**src/rtl/ram_uart_defs.sv**
```systemverilog
// Shared definitions for the RAM <-> PC UART paths.
// Holds address width, baud divider and FSM state encodings.
package ram_uart_defs;

  localparam int ADDR_W   = 16;
  localparam int CLK_HZ   = 100_000_000;
  localparam int BAUD     = 115200;
  localparam int BAUD_DIV = CLK_HZ / BAUD;

  typedef enum logic [1:0] {
    IDLE  = 2'd0,
    RECV  = 2'd1,
    WRITE = 2'd2,
    DONE  = 2'd3
  } xfer_state_t;

  typedef enum logic [1:0] {
    RX_IDLE  = 2'd0,
    RX_START = 2'd1,
    RX_DATA  = 2'd2,
    RX_STOP  = 2'd3
  } rx_state_t;

endpackage

```
**src/rtl/recv_pc_to_ram32_uart_rx.sv**
```systemverilog
// 8N1 UART receiver: 2-flop sync, edge start detect,
// half-bit start recheck, mid-bit sampling, stop-bit check.
module uart_rx
  import ram_uart_defs::*;
#(
  parameter int DIV = BAUD_DIV
) (
  input  logic       clk,
  input  logic       rst,
  input  logic       rs232_rx,
  output logic [7:0] rx_data,
  output logic       rx_done
);

  localparam int CW = $clog2(DIV + 1);
  localparam logic [CW-1:0] LAST = CW'(DIV - 1);
  localparam logic [CW-1:0] MID  = CW'(DIV / 2 - 1);

  logic [1:0]    sync;
  logic          prev;
  logic          rx_s;
  rx_state_t     st, st_n;
  logic [CW-1:0] cnt, cnt_n;
  logic [2:0]    idx, idx_n;
  logic [7:0]    sh, sh_n;
  logic          done_n;

  assign rx_s    = sync[1];
  assign rx_data = sh;

  // Synchronizer, edge history and receiver state registers
  always_ff @(posedge clk) begin
    if (rst) begin
      sync    <= 2'b11;
      prev    <= 1'b1;
      st      <= RX_IDLE;
      cnt     <= '0;
      idx     <= '0;
      sh      <= '0;
      rx_done <= 1'b0;
    end else begin
      sync    <= {sync[0], rs232_rx};
      prev    <= rx_s;
      st      <= st_n;
      cnt     <= cnt_n;
      idx     <= idx_n;
      sh      <= sh_n;
      rx_done <= done_n;
    end
  end

  // Bit timing and next-state decode
  always_comb begin
    st_n   = st;
    cnt_n  = cnt + 1'b1;
    idx_n  = idx;
    sh_n   = sh;
    done_n = 1'b0;
    unique case (st)
      RX_IDLE: begin
        cnt_n = '0;
        idx_n = '0;
        if (prev && !rx_s) st_n = RX_START;
      end
      RX_START: begin
        if (cnt == MID) begin
          cnt_n = '0;
          st_n  = rx_s ? RX_IDLE : RX_DATA;
        end
      end
      RX_DATA: begin
        if (cnt == LAST) begin
          cnt_n = '0;
          sh_n  = {rx_s, sh[7:1]};
          idx_n = idx + 1'b1;
          if (idx == 3'd7) st_n = RX_STOP;
        end
      end
      RX_STOP: begin
        if (cnt == LAST) begin
          cnt_n  = '0;
          st_n   = RX_IDLE;
          done_n = rx_s;
        end
      end
      default: st_n = RX_IDLE;
    endcase
  end

endmodule

```
**src/rtl/recv_pc_to_ram32.sv**
```systemverilog
// PC -> RAM word loader: 4 UART bytes (LSB first) per 32-bit word.
// RECV_TIMEOUT_EN enables an inter-byte timeout that pulses err.
module recv_pc_to_ram32
  import ram_uart_defs::*;
#(
  parameter int CLK_HZ = ram_uart_defs::CLK_HZ,
  parameter int BAUD   = ram_uart_defs::BAUD
`ifdef RECV_TIMEOUT_EN
  ,
  parameter int TIMEOUT_CYCLES = 10_000_000
`endif
) (
  input  logic              clk,
  input  logic              rst,
  input  logic              recv_sig,
  input  logic [ADDR_W-1:0] start_addr,
  input  logic [ADDR_W-1:0] end_addr,
  input  logic              rs232_rx,
  output logic              write,
  output logic [ADDR_W-1:0] addr,
  output logic [31:0]       wdata,
  output logic              busy,
  output logic              ok,
  output logic              err
);

  logic [7:0]        rx_data;
  logic              rx_done;
  xfer_state_t       state, state_n;
  logic [ADDR_W-1:0] addr_n, end_q, end_n;
  logic [31:0]       wdata_n;
  logic [1:0]        byte_cnt, byte_cnt_n;
  logic              tmo;

  uart_rx #(.DIV(CLK_HZ / BAUD)) u_rx (
    .clk      (clk),
    .rst      (rst),
    .rs232_rx (rs232_rx),
    .rx_data  (rx_data),
    .rx_done  (rx_done)
  );

`ifdef RECV_TIMEOUT_EN
  logic [31:0] tmo_cnt;

  // Idle-line counter, restarted by each accepted start and each byte
  always_ff @(posedge clk) begin
    if (rst) begin
      tmo_cnt <= '0;
    end else if (rx_done || (state == IDLE && recv_sig)) begin
      tmo_cnt <= '0;
    end else if (state == RECV) begin
      tmo_cnt <= tmo_cnt + 1'b1;
    end
  end

  assign tmo = (state == RECV) && !rx_done &&
               (tmo_cnt == 32'(TIMEOUT_CYCLES - 1));
`else
  assign tmo = 1'b0;
`endif

  assign write = (state == WRITE);
  assign ok    = (state == DONE);
  assign busy  = (state != IDLE);
  assign err   = tmo;

  // Transfer state, address, data and byte count registers
  always_ff @(posedge clk) begin
    if (rst) begin
      state    <= IDLE;
      addr     <= '0;
      end_q    <= '0;
      wdata    <= '0;
      byte_cnt <= '0;
    end else begin
      state    <= state_n;
      addr     <= addr_n;
      end_q    <= end_n;
      wdata    <= wdata_n;
      byte_cnt <= byte_cnt_n;
    end
  end

  // Word assembly and address sequencing
  always_comb begin
    state_n    = state;
    addr_n     = addr;
    end_n      = end_q;
    wdata_n    = wdata;
    byte_cnt_n = byte_cnt;
    unique case (state)
      IDLE: begin
        if (recv_sig) begin
          addr_n     = start_addr;
          end_n      = end_addr;
          byte_cnt_n = '0;
          state_n    = RECV;
        end
      end
      RECV: begin
        if (rx_done) begin
          wdata_n    = {rx_data, wdata[31:8]};
          byte_cnt_n = byte_cnt + 1'b1;
          if (byte_cnt == 2'd3) state_n = WRITE;
        end else if (tmo) begin
          state_n = IDLE;
        end
      end
      WRITE: begin
        if (addr == end_q) begin
          state_n = DONE;
        end else begin
          addr_n     = addr + 1'b1;
          byte_cnt_n = '0;
          state_n    = RECV;
        end
      end
      DONE:    state_n = IDLE;
      default: state_n = IDLE;
    endcase
  end

endmodule

```
**config.mk**
```make
export PLATFORM = sky130hd
export DESIGN_NAME = recv_pc_to_ram32
export DESIGN_NICKNAME = d
export VERILOG_FILES = /design/src/rtl/ram_uart_defs.sv /design/src/rtl/recv_pc_to_ram32_uart_rx.sv /design/src/rtl/recv_pc_to_ram32.sv
export SDC_FILE = /design/constraint.sdc
export NUM_CORES = 1
export LEC_CHECK = 0
export CORE_MARGIN = 8
export CORE_UTILIZATION = 30
export DETAILED_ROUTE_END_ITERATION = 16
export SLEW_MARGIN = 20
export SYNTH_ARGS = -nofsm -noshare
export SYNTH_HDL_FRONTEND = slang
export SYNTH_HIERARCHICAL = 1
export SYNTH_SLANG_ARGS = --single-unit
```
**constraint.sdc**
```tcl
create_clock -name clk -period 3.5 [get_ports clk]
set_input_delay 0.7 -clock clk [delete_from_list [all_inputs] [get_ports clk]]
set_output_delay 0.7 -clock clk [all_outputs]
set_load 0.05 [all_outputs]
```
==> impl_metrics.env, run 1 <==
export IMPL_status="completed"
export IMPL_synthCells=528
export IMPL_die_y_um=136.6
export IMPL_clock_skew_ns=0.009768
export IMPL_end_kind="primary output"
export IMPL_clk_pin_slew_worst_paths_ns=0.07
export IMPL_cts_root_buf="clkbuf_16"
export IMPL_clock_latency_ns=0.34
export IMPL_wirelength_met1_um=5172
export IMPL_coreArea_mm2=0.01437
export IMPL_area_delta_synth_final_pct=28.37
export IMPL_drtIter0Drc=295
export IMPL_finalHoldViolations=0
export IMPL_grt_max_degree=35
export IMPL_holdCritPathClass="register to register"
export IMPL_avgViaCountPerCell=5.052
export IMPL_synth_compound_area_share=0.1671
export IMPL_antenna_cells=0
export IMPL_routabilityCongestion=0.7739
export IMPL_synth_top_family_by_area="simple AND/OR/NAND/NOR gates"
export IMPL_cts_sinks=95
export IMPL_synth_cell_type_count=68
export IMPL_synthXorXnorAreaFrac=0.05016
export IMPL_avgRoutedWirePerCell_um=14.86
export IMPL_path_cells="nand2b_1 -> inv_1 -> buf_4 -> clkdlybuf4s50_1"
export IMPL_instances_no_fill=781
export IMPL_cts_tree="yes"
export IMPL_dieArea_mm2=0.01867
export IMPL_track_usage=0.1229
export IMPL_final_setup_worst_slack_ns=0.7027
export IMPL_cp_required_ns=2.80
export IMPL_num_io_pins=88
export IMPL_routed_wl_met3_um=663
export IMPL_cp_slowest_cell="clkdlybuf4s50_1"
export IMPL_yosys_area_top_type="dfxtp_1"
export IMPL_final_cell_area_mm2=0.005604
export IMPL_muxShareOfSynthArea=0.02293
export IMPL_fin_crit_ns=2.797
export IMPL_synthAdderAreaFrac=0.01720
export IMPL_crit_fanout=13
export IMPL_h_tree_depth=3
export IMPL_critPathArrivalTime_ns=2.10
export IMPL_start_util=0.3038
export IMPL_async_reset_ff_frac=0
export IMPL_cts_hold_buf=0
export IMPL_cts_buffer_depth=2
export IMPL_cts_setup_buffers=0
export IMPL_drtAntennaViolNets=0
export IMPL_ys_seq_area_frac=0.4357
export IMPL_synthFlopType="dfxtp_1"
export IMPL_dp_hpwl_um=8313
export IMPL_ys_ff_latch=95
export IMPL_cap_violations=0
export IMPL_antenna_found_initial=0
export IMPL_cellLeakagePower_nw=1.956
export IMPL_drt_total_wl_um=11600
export IMPL_top_layer="met4"
export IMPL_post_cts_resized=0
export IMPL_dp_cells=765
export IMPL_max_freq_mhz=357.5
export IMPL_io_buffers=86
export IMPL_synthSimpleGateAreaFrac=0.2548
export IMPL_met2WireLength_um=5577
export IMPL_drc=0
export IMPL_tns_ns=0
export IMPL_synth_fp_nets=570
export IMPL_ys_top_cells_by_area="dfxtp_1 44%, nand2_1 11%, a21oi_1 6.8%"
export IMPL_p_per_area_mw_per_mm2=433.3
export IMPL_firstDrtPassIters=5
export IMPL_fin_crit_sh=0.7992
export IMPL_irDropWorstVdd_v=0.0002315
export IMPL_slew_viol_final=0
export IMPL_post_dp_cell_area_mm2=0.005299
export IMPL_nets=634
export IMPL_finalSetupViolations=0
export IMPL_grt_pass1_wl_um=18470
export IMPL_rows=44
export IMPL_place_ws_ns=0.7449
export IMPL_grt_pass1_vias=3607
export IMPL_slew_limit_headroom=0.3221
export IMPL_max_stage_delay_ns=0.83
export IMPL_worst_pin_slew_ns=1.014
export IMPL_avgSynthCellArea_um2=8.268
export IMPL_drive_gt1_frac=0.07538
export IMPL_grt_setup_unrepaired="no"
export IMPL_cts_made_buffers=9
export IMPL_routed_via_count=3946
export IMPL_yosys_warnings=6
export IMPL_die_w_um=136.6
export IMPL_yosysTopAreaCellShare=0.4357
export IMPL_crit_path_start_kind="register"
export IMPL_synth_edf_count=0
export IMPL_grt_overflow=0
export IMPL_syn_area_mm2=0.004365
export IMPL_worstSetupPathType="register to primary output"
==> cells in the final DEF, fill, tap and decap left out, types with 3 or more instances in the layout <==
cell | synthesis | routed
o311ai_0 | 3 | 3
a211o_1 | 3 | 3
o21a_1 | 3 | 3
and3_1 | 3 | 3
dfxtp_1 | 95 | 95
ha_1 | 6 | 6
o21ai_0 | 6 | 6
a31oi_1 | 8 | 8
mux2i_1 | 10 | 10
nor2_1 | 24 | 23
clkdlybuf4s50_1 | 0 | 85
nand2_1 | 133 | 133
clkbuf_16 | 0 | 9
or2_2 | 7 | 7
a311oi_1 | 6 | 6
nand4_1 | 5 | 5
nand3_1 | 14 | 14
nand2b_1 | 4 | 4
a32oi_1 | 3 | 3
nor3_1 | 8 | 8
buf_4 | 1 | 6
o22ai_1 | 3 | 3
nor4_1 | 8 | 8
inv_1 | 6 | 6
xor2_1 | 23 | 23
a21oi_1 | 59 | 59
==> metrics by stage <==
| stage | util | hold slack (ns) | total power [W] |
|---|---|---|---|
| 2_1_floorplan | - | 0.3895 | 0.001344 |
| 3_3_place_gp | 0.3687 | 0.3919 | 0.001443 |
| 3_5_place_dp | 0.3688 | 0.3972 | 0.001447 |
| 4_1_cts | 0.3900 | 0.4149 | 0.002462 |
| 5_1_grt | 0.3900 | 0.4213 | 0.002530 |
| 6_report | 0.3900 | 0.4109 | 0.002428 |
==> cell usage after synthesis (4+ instances only) <==
cell type,instances
nand3_1,14
clkbuf_1,20
a31oi_1,8
buf_2,9
ha_1,6
a21oi_1,59
or2_2,7
nor3_1,8
nor4_1,8
a311oi_1,6
xor2_1,23
mux2i_1,10
nand4_1,5
nand2b_1,4
o21ai_0,6
nor2_1,24
dfxtp_1,95
nand2_1,133
inv_1,6
==> path summary, 6_finish.rpt <==
path | slack (ns) | cells past startpoint | start | end
setup / recovery | 0.70 | 4 | state[1] | write
setup reg to reg | 1.30 | 5 | addr[8] | addr[6]
hold / removal | 0.41 | 1 | u_rx/sync[0] | u_rx/sync[1]
hold reg to reg | 0.41 | 1 | u_rx/sync[0] | u_rx/sync[1]
==> logic make-up after synthesis <==
logic type               Yosys count
flip-flops                        95
AO/OA/AOI/OAI                    114
AND/OR/NAND/NOR                  232
multiplexers                      10
buffers and inverters             45
adder cells (fa/ha/maj)            6
other                              1
XOR/XNOR                          25
==> area by class of cell <==
class / instances / area [um^2]
clock buffers: 10 / 229.0
clock inverters: 6 / 76.32
fillers: 1415 / 8765
inverters: 6 / 22.52
multi-input cells: 388 / 2243
flip-flops and latches: 95 / 1902
well taps: 184 / 230.2
repair buffers: 92 / 900.9
==> power by group <==
| part | internal (W) | switching (W) |
|---|---|---|
| sequential | 0.00111 | 0.0000453 |
| clock | 0.000567 | 0.000439 |
| combinational | 0.000114 | 0.000153 |
| total | 0.00179 | 0.000637 |
==> per-layer routing <==
metal / up-vias / GRT usage
met5: - / 0
met4: 0 / 0.05979
met3: 13 / 0.02570
met2: 109 / 0.1953
met1: 1842 / 0.1552
li1: 1982 / -
==> sequential cells by signal (all words and copies together), names as in the netlist, named ones only <==
register and count:
addr 16, byte_cnt 2, end_q 16, state 2, u_rx/cnt 10, u_rx/idx 3
u_rx/prev 1, u_rx/rx_data 8, u_rx/rx_done 1, u_rx/st 1, u_rx/sync 2, wdata 32
==> critical path, delay by kind of cell, from the launching register on <==
family	cells	cell delay [ns]
buf+inv	3	1.10
flops	1	0.54
simple gates	1	0.12
Power figures use the tool's default switching activity.
==> run 2, diff against run 1 <==
==> constraint.sdc (replaced) <==
create_clock -name clk -period 2.2 [get_ports clk]
set_input_delay 0.44 -clock clk [delete_from_list [all_inputs] [get_ports clk]]
set_output_delay 0.44 -clock clk [all_outputs]
set_load 0.05 [all_outputs]
==> run 2 against run 1 <==
First-iteration DRC count decreased by 15%. Global-route usage is 0.55 points higher. Critical path depth shrank 3. Die area unchanged. Clock power rose by 55%. Core utilization rose by 1.2 points. Wire length rose by 4.3%. Register-to-register slack lost 1.1 ns. Critical path type unchanged. Largest power group unchanged.
==> impl_metrics.env, run 2 (synthesized netlist as in run 1, its figures left out) <==
export IMPL_routed_via_count=3935
export IMPL_drtIter0Drc=250
export IMPL_layout_cells_most_common="nand2_1"
export IMPL_path_cells="clkdlybuf4s50_1"
export IMPL_p_sw_frac=0.2809
export IMPL_drc=0
export IMPL_crit_path_start_kind="register"
export IMPL_holdWs_ns=0.4111
export IMPL_cts_buffer_depth=2
export IMPL_worstSetupPathType="register to primary output"
export IMPL_avgRoutedWirePerCell_um=15.11
export IMPL_crit_buf_inv=1
export IMPL_r2r_slack_ns=0.23
export IMPL_p_comb_frac=0.124
export IMPL_dp_cells=785
export IMPL_critical_path_top_delay_family="buffers and inverters"
export IMPL_area_delta_synth_final_pct=32.47
export IMPL_track_usage=0.1284
export IMPL_final_cell_mix="133 x nand2_1, 94 x dfxtp_1, 76 x clkdlybuf4s50_1"
export IMPL_start_util=0.3038
export IMPL_slew_viol_final=0
export IMPL_met2WireLength_um=5904
export IMPL_crit_fanout=8
export IMPL_fin_crit_ns=2.155
export IMPL_max_stage_delay_ns=0.87
export IMPL_fin_crit_sh=0.9795
export IMPL_grt_overflow=0
export IMPL_cap_violations=0
export IMPL_holdCritPathClass="register to register"
export IMPL_routabilityCongestion=0.7932
export IMPL_cellLeakagePower_nw=2.114
export IMPL_antenna_found_initial=0
export IMPL_grt_pass1_wl_um=19510
export IMPL_power_switching_w=0.001088
export IMPL_drt_total_wl_um=12110
export IMPL_irDropWorstVdd_v=0.0003422
export IMPL_clkPwrFrac=0.406
export IMPL_cts_root_buf="clkbuf_16"
export IMPL_grt_pass1_vias=3753
export IMPL_wirelength_met1_um=5354
export IMPL_routed_wl_met3_um=712
export IMPL_finalHoldViolations=0
export IMPL_tns_ns=0
export IMPL_antenna_cells=0
export IMPL_io_buffers=86
export IMPL_die_y_um=136.6
export IMPL_avgViaCountPerCell=4.913
export IMPL_clock_latency_ns=0.35
export IMPL_regMostFlops="wdata"
export IMPL_finalSetupViolations=0
export IMPL_grt_max_degree=35
export IMPL_clk_pin_slew_worst_paths_ns=0.07
export IMPL_worst_pin_slew_ns=0.5427
export IMPL_cts_made_buffers=9
export IMPL_drive_gt1_frac=0.1199
export IMPL_top_layer="met4"
export IMPL_instances_no_fill=801
export IMPL_cp_required_ns=1.76
export IMPL_power_frac_seq=0.470
export IMPL_p_per_area_mw_per_mm2=669.9
export IMPL_coreArea_mm2=0.01437
export IMPL_drtAntennaViolNets=0
export IMPL_h_tree_depth=3
export IMPL_max_freq_mhz=464.1
export IMPL_firstDrtPassIters=4
export IMPL_largest_reg_flops=32
export IMPL_internal_power_w=0.002786
export IMPL_slew_limit_headroom=0.6371
export IMPL_critPathArrivalTime_ns=1.71
export IMPL_die_w_um=136.6
export IMPL_cp_slowest_cell="clkdlybuf4s50_1"
export IMPL_status="completed"
export IMPL_dieArea_mm2=0.01867
export IMPL_cts_tree="yes"
export IMPL_num_io_pins=88
export IMPL_reg_top3="wdata x32, addr x16, end_q x16"
export IMPL_rows=44
export IMPL_grt_setup_unrepaired="no"
export IMPL_clock_skew_ns=0.01474
export IMPL_nets=654
export IMPL_dp_hpwl_um=8832
export IMPL_end_kind="primary output"
export IMPL_fillers=1462
export IMPL_cts_sinks=95
## run 2: cell types whose count changed in the layout (fill, tap and decap cells not counted), moves of 2 or more
cell             previous run  this run
buf_12                      0         2
buf_4                       6        29
clkdlybuf4s50_1            85        76
clkinv_8                    0         2
dlygate4sd2_1               0         2
dlymetal6s2s_1              0         2
## run 2: path summary, 6_finish.rpt
path / cells after the start / to / start
worst max register to register: 5 / addr[15] / addr[7]
worst max-delay path: 1 / addr[3] / addr[3]
worst min register to register: 1 / u_rx/sync[1] / u_rx/sync[0]
worst min-delay path: 1 / u_rx/sync[1] / u_rx/sync[0]
## run 2: metal layers
metal	track usage	up-vias
met5	0	-
met4	0.04515	0
met3	0.02680	9
met2	0.2122	85
met1	0.1619	1829
li1	-	2012
## run 2: worst reg2reg max path, cell delays in order (launching register included)
cell and delay, ns:
dfxtp_1 0.51, nand4_2 0.19, or3_4 0.45, o41ai_2 0.29, a311oi_1 0.14, a211o_1 0.28
## run 2: what timing repair did
item | CTS | global route
gates resized for setup | 3 | 5
endpoints found under the hold margin | 0 | 0
buffers inserted | 0 | 0
hold buffers | 0 | 0
pin swaps | 0 | 1
endpoints found under the setup margin | 3 | 6
## run 2: area by class of cell
cell class	instances	area (um^2)	share of cell area
timing repair buffer	112	1066	0.1843
sequential	95	1903	0.3291
clock buffer	9	225.2	0.03894
inverter	6	22.52	0.003894
multi-input combinational	388	2255	0.3899
clock inverter	7	81.33	0.01406
tap	184	230.2	0.03981
## run 2: power by group through the flow
| stage | registers [W] | clock network [W] | logic [W] |
|---|---|---|---|
| after floorplan | 0.00191 | 0 | 0.000224 |
| after global placement | 0.00186 | 0 | 0.000471 |
| after detailed placement | 0.00186 | 0 | 0.000475 |
| after CTS | 0.00182 | 0.00162 | 0.000476 |
| after global routing | 0.00183 | 0.00170 | 0.000518 |
| final | 0.00182 | 0.00157 | 0.000479 |
## run 2: stage by stage
step,utilization,power (W),setup WS (ns),cell area [um^2]
6_report,0.4025,0.003874,0.04512,5783
4_1_cts,0.4013,0.003922,0.01644,5766
5_1_grt,0.4025,0.004041,0.007164,5783
2_1_floorplan,-,0.002138,0.01298,4365
3_3_place_gp,0.3800,0.002331,0.05812,5460
3_5_place_dp,0.3800,0.002336,0.02730,5460
==> run 3, diff against run 2 <==
--- a/config.mk
+++ b/config.mk
@@ -7,6 +7,7 @@
 export LEC_CHECK = 0
 export CORE_MARGIN = 8
 export CORE_UTILIZATION = 30
+export CTS_CLUSTER_SIZE = 14
 export DETAILED_ROUTE_END_ITERATION = 16
 export SLEW_MARGIN = 20
 export SYNTH_ARGS = -nofsm -noshare
==> constraint.sdc (replaced) <==
create_clock -name clk -period 2.45 [get_ports clk]
set_input_delay 0.49 -clock clk [delete_from_list [all_inputs] [get_ports clk]]
set_output_delay 0.49 -clock clk [all_outputs]
set_load 0.05 [all_outputs]
==> run 3 against run 2 <==
Critical path depth increased by 1. Final area down 1.6%. Flip-flop and latch count unchanged. Largest power group unchanged.
==> impl_metrics.env, run 3 (synthesized netlist as in run 1, its figures left out) <==
export IMPL_antenna_cells=0
export IMPL_crit_fanout=11
export IMPL_max_freq_mhz=427.6
export IMPL_drtIter0Drc=367
export IMPL_routed_via_count=3950
export IMPL_largest_reg_flops=32
export IMPL_final_cell_area_mm2=0.005689
export IMPL_p_total_w=0.003517
export IMPL_final_cell_mix="133 x nand2_1, 95 x dfxtp_1, 84 x clkdlybuf4s50_1"
export IMPL_hp_start="u_rx/sync[0]"
export IMPL_holdCritPathClass="register to register"
export IMPL_firstDrtPassIters=5
export IMPL_num_io_pins=88
export IMPL_slew_viol_final=0
export IMPL_critPathArrivalTime_ns=1.85
export IMPL_cp_slowest_cell="clkdlybuf4s50_1"
export IMPL_antenna_found_initial=0
export IMPL_area_delta_synth_final_pct=30.32
export IMPL_post_cts_resized=0
export IMPL_worstSetupPathType="register to primary output"
export IMPL_grt_setup_unrepaired="no"
export IMPL_start_util=0.3038
export IMPL_drive_gt1_frac=0.09076
export IMPL_r2r_start="addr[12]"
export IMPL_path_cells="and2_1 -> clkdlybuf4s50_1"
export IMPL_cap_violations=0
export IMPL_layout_cells_most_common="nand2_1"
export IMPL_worst_pin_slew_ns=0.5373
export IMPL_critical_path_top_delay_family="buffers and inverters"
export IMPL_h_tree_depth=3
export IMPL_grt_pass1_wl_um=19040
export IMPL_io_buffers=86
export IMPL_drt_total_wl_um=11980
export IMPL_grt_max_degree=35
export IMPL_cts_hold_buf=0
export IMPL_cp_required_ns=1.96
export IMPL_crit_buf_inv=1
export IMPL_post_dp_cell_area_mm2=0.005375
export IMPL_clk_pin_slew_worst_paths_ns=0.07
export IMPL_coreArea_mm2=0.01437
export IMPL_cts_root_buf="clkbuf_16"
export IMPL_routabilityCongestion=0.8004
export IMPL_die_w_um=136.6
export IMPL_regMostFlops="wdata"
export IMPL_end_kind="primary output"
export IMPL_cts_sinks=95
export IMPL_p_per_area_mw_per_mm2=618.1
export IMPL_finalHoldViolations=0
export IMPL_nets=643
export IMPL_die_y_um=136.6
export IMPL_dp_hpwl_um=8723
export IMPL_avgViaCountPerCell=5.000
export IMPL_reg_top3="wdata x32, addr x16, end_q x16"
export IMPL_finalSetupViolations=0
export IMPL_grt_pass1_vias=3752
export IMPL_fin_crit_ns=2.339
export IMPL_clock_skew_ns=0.01111
export IMPL_slew_limit_headroom=0.6407
export IMPL_max_stage_delay_ns=0.80
export IMPL_drc=0
export IMPL_irDropWorstVdd_v=0.0003262
export IMPL_grt_overflow=0
export IMPL_holdWs_ns=0.4127
export IMPL_rows=44
export IMPL_cts_buffer_depth=2
export IMPL_avgRoutedWirePerCell_um=15.16
export IMPL_tns_ns=0
export IMPL_cts_tree="yes"
export IMPL_drtAntennaViolNets=0
export IMPL_crit_path_start_kind="register"
export IMPL_status="completed"
export IMPL_cellLeakagePower_nw=2.010
export IMPL_fin_crit_sh=0.9545
export IMPL_cts_made_buffers=9
export IMPL_track_usage=0.1262
export IMPL_cts_setup_buffers=0
export IMPL_dieArea_mm2=0.01867
export IMPL_startpoint="state[1]"
export IMPL_clock_latency_ns=0.35
[run 3: cell types whose count changed in the layout (fill, tap and decap cells not counted), moves of 2 or more]
cell             previous run  this run
dlymetal6s2s_1              2         0
buf_4                      29        15
clkdlybuf4s50_1            76        84
dlygate4sd2_1               2         0
[run 3: stage by stage]
| step | util | worst slack, ns | instances |
|---|---|---|---|
| floorplan | - | 0.2630 | 528 |
| global placement | 0.3741 | 0.2717 | 774 |
| detailed placement | 0.3741 | 0.2124 | 774 |
| CTS | 0.3959 | 0.08130 | 790 |
| global route | 0.3959 | 0.01231 | 790 |
| finish | 0.3959 | 0.1114 | 790 |
[run 3: path summary, 6_finish.rpt]
check	slack, ns	endpoint	depth (start not counted)
max	0.11	ok	2
min	0.41	u_rx/sync[1]	1
max reg2reg	0.26	addr[6]	5
min reg2reg	0.41	u_rx/sync[1]	1
[run 3: where the power goes]
group | internal (W) | switching (W)
sequential | 0.00159 | 0.0000641
clock | 0.000815 | 0.000656
combinational | 0.000172 | 0.000224
total | 0.00257 | 0.000945
[run 3: per-layer routing]
| layer | part of all wire | routed length (um) | vias to the layer above | track usage |
|---|---|---|---|---|
| met5 | 0 | 0 | - | 0 |
| met4 | 0.013 | 157 | 0 | 0.04698 |
| met3 | 0.056 | 675 | 10 | 0.02790 |
| met2 | 0.49 | 5866 | 110 | 0.2111 |
| met1 | 0.44 | 5280 | 1836 | 0.1550 |
| li1 | - | - | 1994 | - |
[run 3: final cells by class]
cell class	count	area, um^2
tap	184	230.2
fill	1440	8680
multi-input combinational	388	2242
clock inverter	7	88.84
clock buffer	9	225.2
sequential	95	1902
timing repair buffer	101	978.4
inverter	6	22.52
[run 3: worst reg2reg max path, cell delays in order (launching register included)]
cell	delay, ns
dfxtp_1	0.47
xor2_1	0.11
nor4_1	0.46
nand4_1	0.44
a21oi_1	0.44
mux2i_1	0.21
